`src/rtl/ntt_pkg.sv`:
```
// Shared constants, FSM state encoding and twiddle index helper for the SDF NTT pipeline.
package ntt_pkg;

    localparam int unsigned N      = 8;
    localparam int unsigned LOG_N  = 3;
    localparam int unsigned DATA_W = 13;
    localparam int unsigned Q      = 7681;

    typedef enum logic [1:0] {
        S_IDLE = 2'd0,
        S_RUN  = 2'd1,
        S_STOP = 2'd2
    } state_t;

    // ROM index feeding SDF stage 'stage' for sample counter value 'cnt'.
    function automatic logic [LOG_N-1:0] tw_idx(input int unsigned stage,
                                                input logic [LOG_N-1:0] cnt);
        return (LOG_N'(1) << stage) + (cnt >> (LOG_N - stage));
    endfunction

endpackage

```
`src/rtl/tw_bank_ram.sv`:
```
// Two-bank twiddle register file: one write port, LOG_N asynchronous read ports on a shared bank.
module tw_bank_ram
    import ntt_pkg::*;
(
    input  logic                      clk,
    input  logic                      wr_en,
    input  logic                      wr_bank,
    input  logic [LOG_N-1:0]          wr_addr,
    input  logic [DATA_W-1:0]         wr_data,
    input  logic                      rd_bank,
    input  logic [LOG_N*LOG_N-1:0]    rd_addr,
    output logic [LOG_N*DATA_W-1:0]   rd_data
);

    // Contents survive reset so a loaded table outlives a pipeline abort.
    logic [DATA_W-1:0] mem [2*N];

    always_ff @(posedge clk) begin
        if (wr_en) begin
            mem[{wr_bank, wr_addr}] <= wr_data;
        end
    end

    for (genvar s = 0; s < LOG_N; s++) begin : g_rd
        assign rd_data[s*DATA_W +: DATA_W] = mem[{rd_bank, rd_addr[s*LOG_N +: LOG_N]}];
    end

endmodule

```
`src/rtl/tw_factor_seq.sv`:
```
// Twiddle-factor sequencer: emits one twiddle per SDF stage for every accepted sample.
module tw_factor_seq
    import ntt_pkg::*;
(
    input  logic                      clk,
    input  logic                      rst,
    input  logic                      wr_en,
    input  logic                      wr_bank,
    input  logic [LOG_N-1:0]          wr_addr,
    input  logic [DATA_W-1:0]         wr_data,
    input  logic                      start,
    input  logic                      mode,
    input  logic                      stop,
    input  logic                      in_valid,
    output logic [LOG_N*DATA_W-1:0]   tw_out,
    output logic                      tw_valid,
    output logic [LOG_N-1:0]          cnt_out,
    output logic                      frame_last,
    output logic                      busy,
    output logic                      err
);

    state_t                    state_q, state_d;
    logic [LOG_N-1:0]          cnt_q, cnt_d;
    logic                      mode_q, mode_d;
    logic [LOG_N*DATA_W-1:0]   tw_d;
    logic [LOG_N-1:0]          cnt_out_d;
    logic                      tw_valid_d, frame_last_d, busy_d, err_d;

    logic                      accept_c;
    logic                      cnt_last_c;
    logic                      wr_bad_c;
    logic [LOG_N*LOG_N-1:0]    rd_addr_c;
    logic [LOG_N*DATA_W-1:0]   rd_data_c;

    assign accept_c   = in_valid && (state_q != S_IDLE);
    assign cnt_last_c = (cnt_q == LOG_N'(N - 1));
    assign wr_bad_c   = wr_en && ((state_q != S_IDLE) || (wr_addr == '0) ||
                                  (wr_data >= DATA_W'(Q)));

    for (genvar s = 0; s < LOG_N; s++) begin : g_idx
        assign rd_addr_c[s*LOG_N +: LOG_N] = tw_idx(s, cnt_q);
    end

    tw_bank_ram u_ram (
        .clk     (clk),
        .wr_en   (wr_en && !wr_bad_c),
        .wr_bank (wr_bank),
        .wr_addr (wr_addr),
        .wr_data (wr_data),
        .rd_bank (mode_q),
        .rd_addr (rd_addr_c),
        .rd_data (rd_data_c)
    );

    // Next-state, counter and output-register inputs.
    always_comb begin
        state_d      = state_q;
        cnt_d        = cnt_q;
        mode_d       = mode_q;
        err_d        = err || wr_bad_c;
        tw_valid_d   = accept_c;
        frame_last_d = accept_c && cnt_last_c;
        cnt_out_d    = accept_c ? cnt_q : cnt_out;
        tw_d         = accept_c ? rd_data_c : tw_out;

        if (accept_c) begin
            cnt_d = cnt_q + LOG_N'(1);
        end

        case (state_q)
            S_IDLE: begin
                if (start) begin
                    state_d = S_RUN;
                    mode_d  = mode;
                    cnt_d   = '0;
                end
            end
            S_RUN: begin
                // A stop on the frame's final sample has nothing left to drain.
                if (stop) begin
                    if (!in_valid && (cnt_q == '0)) begin
                        state_d = S_IDLE;
                    end else if (accept_c && cnt_last_c) begin
                        state_d = S_IDLE;
                    end else begin
                        state_d = S_STOP;
                    end
                end
            end
            S_STOP: begin
                if (accept_c && cnt_last_c) begin
                    state_d = S_IDLE;
                end
            end
            default: state_d = S_IDLE;
        endcase

        busy_d = (state_d != S_IDLE);
    end

    always_ff @(posedge clk) begin
        if (rst) begin
            state_q    <= S_IDLE;
            cnt_q      <= '0;
            mode_q     <= 1'b0;
            tw_out     <= '0;
            tw_valid   <= 1'b0;
            cnt_out    <= '0;
            frame_last <= 1'b0;
            busy       <= 1'b0;
            err        <= 1'b0;
        end else begin
            state_q    <= state_d;
            cnt_q      <= cnt_d;
            mode_q     <= mode_d;
            tw_out     <= tw_d;
            tw_valid   <= tw_valid_d;
            cnt_out    <= cnt_out_d;
            frame_last <= frame_last_d;
            busy       <= busy_d;
            err        <= err_d;
        end
    end

endmodule

```
`config.mk`:
```
export PLATFORM = sky130hd
export DESIGN_NAME = tw_factor_seq
export DESIGN_NICKNAME = d
export VERILOG_FILES = /design/src/rtl/ntt_pkg.sv /design/src/rtl/tw_bank_ram.sv /design/src/rtl/tw_factor_seq.sv
export SDC_FILE = /design/constraint.sdc
export NUM_CORES = 1
export LEC_CHECK = 0
export BUFFER_PORTS_ARGS = -buffer_cell sky130_fd_sc_hd__buf_2
export CAP_MARGIN = 20
export CORE_MARGIN = 3
export CORE_UTILIZATION = 36
export DETAILED_ROUTE_END_ITERATION = 8
export HOLD_SLACK_MARGIN = 0.03
export PLACE_DENSITY = 0.64
export SLEW_MARGIN = 20
export SYNTH_ARGS = -nofsm -noshare
export SYNTH_HDL_FRONTEND = slang
export SYNTH_SLANG_ARGS = --single-unit
export TNS_END_PERCENT = 50
```
`constraint.sdc`:
```
create_clock -name clk -period 5.9 [get_ports clk]
set_clock_uncertainty 0.2 [all_clocks]
set_input_delay 1.18 -clock clk [delete_from_list [all_inputs] [get_ports clk]]
set_output_delay 1.18 -clock clk [all_outputs]
set_load 0.005 [all_outputs]
```
==> run summary <==
The clock-pin slew of the registers on the worst-case setup and hold paths is 0.06 ns. The mean post-synth cell area came out at 17.6 um2. For the post-route worst setup slack, the log shows 2.91 ns. The final wirelength was 18,000 um; the maximum fanout along the worst path was 15.

The placed cell area was 0.00939 mm2. The maximum number of pins on one net before global-route repair is 70, and the count of hold-fix buffers inserted at cts is 0. Summing the areas of all compound-gate instances in the mapped netlist gives 4.03% of the synthesized area. The pre-antenna-repair detailed-routing pass consisted of 4 iterations. The placer's final routability congestion estimate was 0.771.

In this design, the stage delay of the slowest critical-path cell is 0.71 ns. The final route contains 4,501 vias. Worst reg2reg path startpoint: state_q[0]. The number of different library cells used by synthesis comes to 32. The worst hold path terminates at cnt_out[2].

After synthesis, flip-flops and latches occupy 75.1% of the total area. Counting instances, the worst hold path has a depth of 2. The worst-case clock buffer depth was 3; the die boundary width was 161 um. The worst pin sits at a relative slew slack of 38.3%.

Adding up every negative setup slack in the final design gives 0 ns. The final layout contains 597 nets. Walking the worst path, the cells encountered are buf_2, nor4_1, a31o_2, nand4_1, nor2_2. The count of clock tree sinks came out at 234. For this design the static power due to leakage is 3.30 nW. The endpoint identified for the worst register-to-register timing path is u_ram.mem[5][6].

The worst setup slack for register-to-register paths was 3.11 ns; the mean routed wirelength per cell was 19.9 um. The run gives 0.334 GHz as the peak clock frequency supported by timing. The count of final hold-check violations is 0, and the simple-gate area share of the yosys netlist is 5.11%. The number of nets with antenna violations after detailed routing is 0. In this run the clock root is driven by a sky130_fd_sc_hd__clkbuf_16. The required time at the worst-slack endpoint came out at 5.83 ns. At the later pin of the worst-skew pair, clock insertion delay measures 0.50 ns. Critical path class: in -> reg. Dividing total power by cell area gives a power density of 329 mW/mm2.

DRC violation total after the first TritonRoute iteration: 314. The measured slew at the worst slew-check pin works out to 0.925 ns. Input and output buffers added on the ports amount to 69.

Final non-filler cell total: 905. The hold path startpoint was cnt_out[2]. Fill cells in the final layout number 2,103.

The combinational family with the most area after synthesis is multiplexers. For the core area, the log shows 0.0235 mm2. The final clock period utilization by the worst path was 50.7%; the final global-route overflow total was 0. Yosys printed 0 warnings. The number of H-tree levels came out at 1.

The predominant post-synthesis flop cell was sky130_fd_sc_hd__edfxtp_1. The final critical path time including I/O delays and setup is 2.99 ns, and the net count after synthesis is 519. The multi-input combinational cells in the finished layout cover a total of 0.00204 mm2. The run finished with clean final reports. The tools report the endpoint class of the critical path as a register. The first global-routing pass estimated 27,800 um of wire.

On the critical path, the stage with the largest delay is an instance of sky130_fd_sc_hd__nor2_2. After clock tree synthesis, the setup repair step added 0 buffers. During I/O placement, the number of pins put on the boundary was 70. The run gives 0.00651 mm2 as the register area. Setup repair after global routing left no endpoint under its margin. The area of all placed cells without fillers was 0.0101 mm2; the number of placement rows was 56.

The peak supply drop was 0.171 mV. The mapped netlist covers 0.00867 mm2. The number of buffer and inverter instances along the worst setup path was 1; the detailed-route DRC error count was 0.

The tools report the full die area as 0.0260 mm2. Number of synthesized register bits: 234. The fraction of final layout cells with drive strength greater than 1 was 28.3%.

In this run, synthesis inferred 182 flip-flops with an integrated enable. Setup violations remaining at the end of the flow were counted as 0. The adder-cell share of the synthesized area is 0.433%. The run gives 0 as the number of antenna violations at the first check in global routing.

The post-synthesis cell count was 492; the number of cells on the worst reg-to-reg path was 4. Cell family with the largest share of critical-path delay: simple AND/OR/NAND/NOR gates. The logs give 2.92 ns for the worst path arrival time and 0 for the number of pins exceeding their max-slew limit in the final report. The xor/xnor share of the synthesized area is 0.101%, and the count of antenna diodes in the layout is 0. The tools report the critical path startpoint category as a primary input. Max-cap violations in this run came to 0. Global routing used 13.9% of the available tracks across all layers. The starting density of the core was 36.8%. The floorplan step set the die height to 161 um.

TritonCTS built the clock tree. For the total placed cells including tap cells, the log shows 864. The min-delay analysis places its worst path in the category reg -> reg. The post-cts sizing count is 0. The layout overhead on the synthesized area is 16.4%. The multiplexer fraction of the synthesized cell area is 13.2%, and the number of buffers added by the clock tree synthesis step is 23. Via count of the first global-routing pass: 4,602. The via count normalized by instance count came out at 4.97. The post-detailed-placement half-perimeter wirelength is 11,500 um, and the post-synthesis async set-or-reset flop share is 0%.

For the setup slack at placement, the log shows 2.13 ns.
[cell families (layout without fill, tap and decap cells)]
| logic type | count (synthesis) | in the layout |
|---|---|---|
| xor gates and xnor gates | 1 | 1 |
| adders and majority gates | 3 | 3 |
| AOI/OAI and AO/OA | 53 | 53 |
| DFF | 234 | 234 |
| muxes | 65 | 65 |
| and+or+nand+nor | 104 | 104 |
| buffers and inverters | 32 | 126 |
[where the power goes]
group	internal [mW]	switching, mW	leakage [nW]
sequential	1.81	0.0182	2.07
combinational	0.0563	0.100	0.897
clock	0.758	0.583	0.339
[cell usage after synthesis, types with 2 or more instances]
| master | n | area, um2 |
|---|---|---|
| sky130_fd_sc_hd__nor4_1 | 3 | 18.8 |
| sky130_fd_sc_hd__nor2_1 | 41 | 154 |
| sky130_fd_sc_hd__clkbuf_1 | 10 | 37.5 |
| sky130_fd_sc_hd__buf_4 | 2 | 15.0 |
| sky130_fd_sc_hd__a21oi_1 | 20 | 100 |
| sky130_fd_sc_hd__nand2b_1 | 3 | 18.8 |
| sky130_fd_sc_hd__buf_6 | 3 | 33.8 |
| sky130_fd_sc_hd__inv_1 | 4 | 15.0 |
| sky130_fd_sc_hd__ha_1 | 3 | 37.5 |
| sky130_fd_sc_hd__nand2_1 | 39 | 146 |
| sky130_fd_sc_hd__a211oi_1 | 26 | 195 |
| sky130_fd_sc_hd__nand4_1 | 4 | 25.0 |
| sky130_fd_sc_hd__nor3_1 | 4 | 20.0 |
| sky130_fd_sc_hd__nand3_1 | 3 | 15.0 |
| sky130_fd_sc_hd__and2_1 | 3 | 18.8 |
| sky130_fd_sc_hd__nor2b_1 | 3 | 18.8 |
| sky130_fd_sc_hd__edfxtp_1 | 182 | 5470 |
| sky130_fd_sc_hd__mux4_2 | 38 | 856 |
| sky130_fd_sc_hd__mux2i_1 | 26 | 260 |
| sky130_fd_sc_hd__buf_2 | 12 | 60.1 |
| sky130_fd_sc_hd__dfxtp_1 | 52 | 1040 |
[registers in the layout, summed over array words and instances (netlist names), 2 cells and up]
name	flops
tw_out	39
state_q	2
u_ram.mem	182
cnt_out	3
cnt_q	3
[worst min-delay path: stages, from the launching register on]
cell and delay (ns):
sky130_fd_sc_hd__dfxtp_1 0.30, sky130_fd_sc_hd__nand2_1 0.05, sky130_fd_sc_hd__a21oi_1 0.05
[cells in the final DEF, fill, tap and decap left out, drive strengths merged]
| cell | instances |
|---|---|
| edfxtp | 182 |
| buf | 81 |
| dfxtp | 52 |
| nor2 | 41 |
| nand2 | 39 |
| mux4 | 39 |
| clkbuf | 33 |
| mux2i | 26 |
| a211oi | 26 |
| a21oi | 20 |
| clkinv | 7 |
| inv | 4 |
| nand4 | 4 |
| nor3 | 4 |
| and2 | 3 |
| nand2b | 3 |
| nand3 | 3 |
| ha | 3 |
| nor2b | 3 |
| nor4 | 3 |
| a31o | 1 |
| o31a | 1 |
| o21ai | 1 |
| a2111oi | 1 |
| xnor2 | 1 |
| nor3b | 1 |
| o22ai | 1 |
| a21o | 1 |
| a311oi | 1 |
| clkinvlp | 1 |
[how the worst max path moves through the flow]
stage	end	cells past startpoint	start	slack [ns]
global route	u_ram.mem[9][11]	5	wr_data[6]	2.81
finish	u_ram.mem[5][6]	5	wr_data[6]	2.91
floorplan	u_ram.mem[4][0]	4	wr_data[6]	2.18
CTS	u_ram.mem[2][6]	5	wr_data[6]	2.66
global placement	u_ram.mem[5][12]	5	wr_data[6]	2.15
detailed placement	u_ram.mem[2][10]	5	wr_data[6]	2.13
[through the flow]
step	util (%)	hold slack (ns)	total power, mW
global route	42.9	0.273	3.45
CTS	42.8	0.253	3.36
finish	42.9	0.252	3.32
global placement	39.8	0.244	2.01
detailed placement	39.9	0.244	2.02
floorplan	-	0.249	1.94
[routing by layer]
layer | share of wire, % | vias up | GRT usage (%) | wire length [um]
met5 | 0 | - | 0 | 0
met4 | 2.4 | 0 | 4.30 | 439
met3 | 5.2 | 35 | 2.59 | 933
met2 | 49 | 120 | 23.2 | 8750
met1 | 44 | 2276 | 18.6 | 7880
li1 | - | 2070 | - | -
[area by class of cell]
type	instances	share of cell area [%]
sequential	234	64.5
multi-input combinational	226	20.2
clock buffer	33	6.37
timing repair buffer	81	4.35
tap	319	3.95
clock inverter	8	0.446
inverter	4	0.149
No activity file was read; power rests on OpenSTA's default activity.
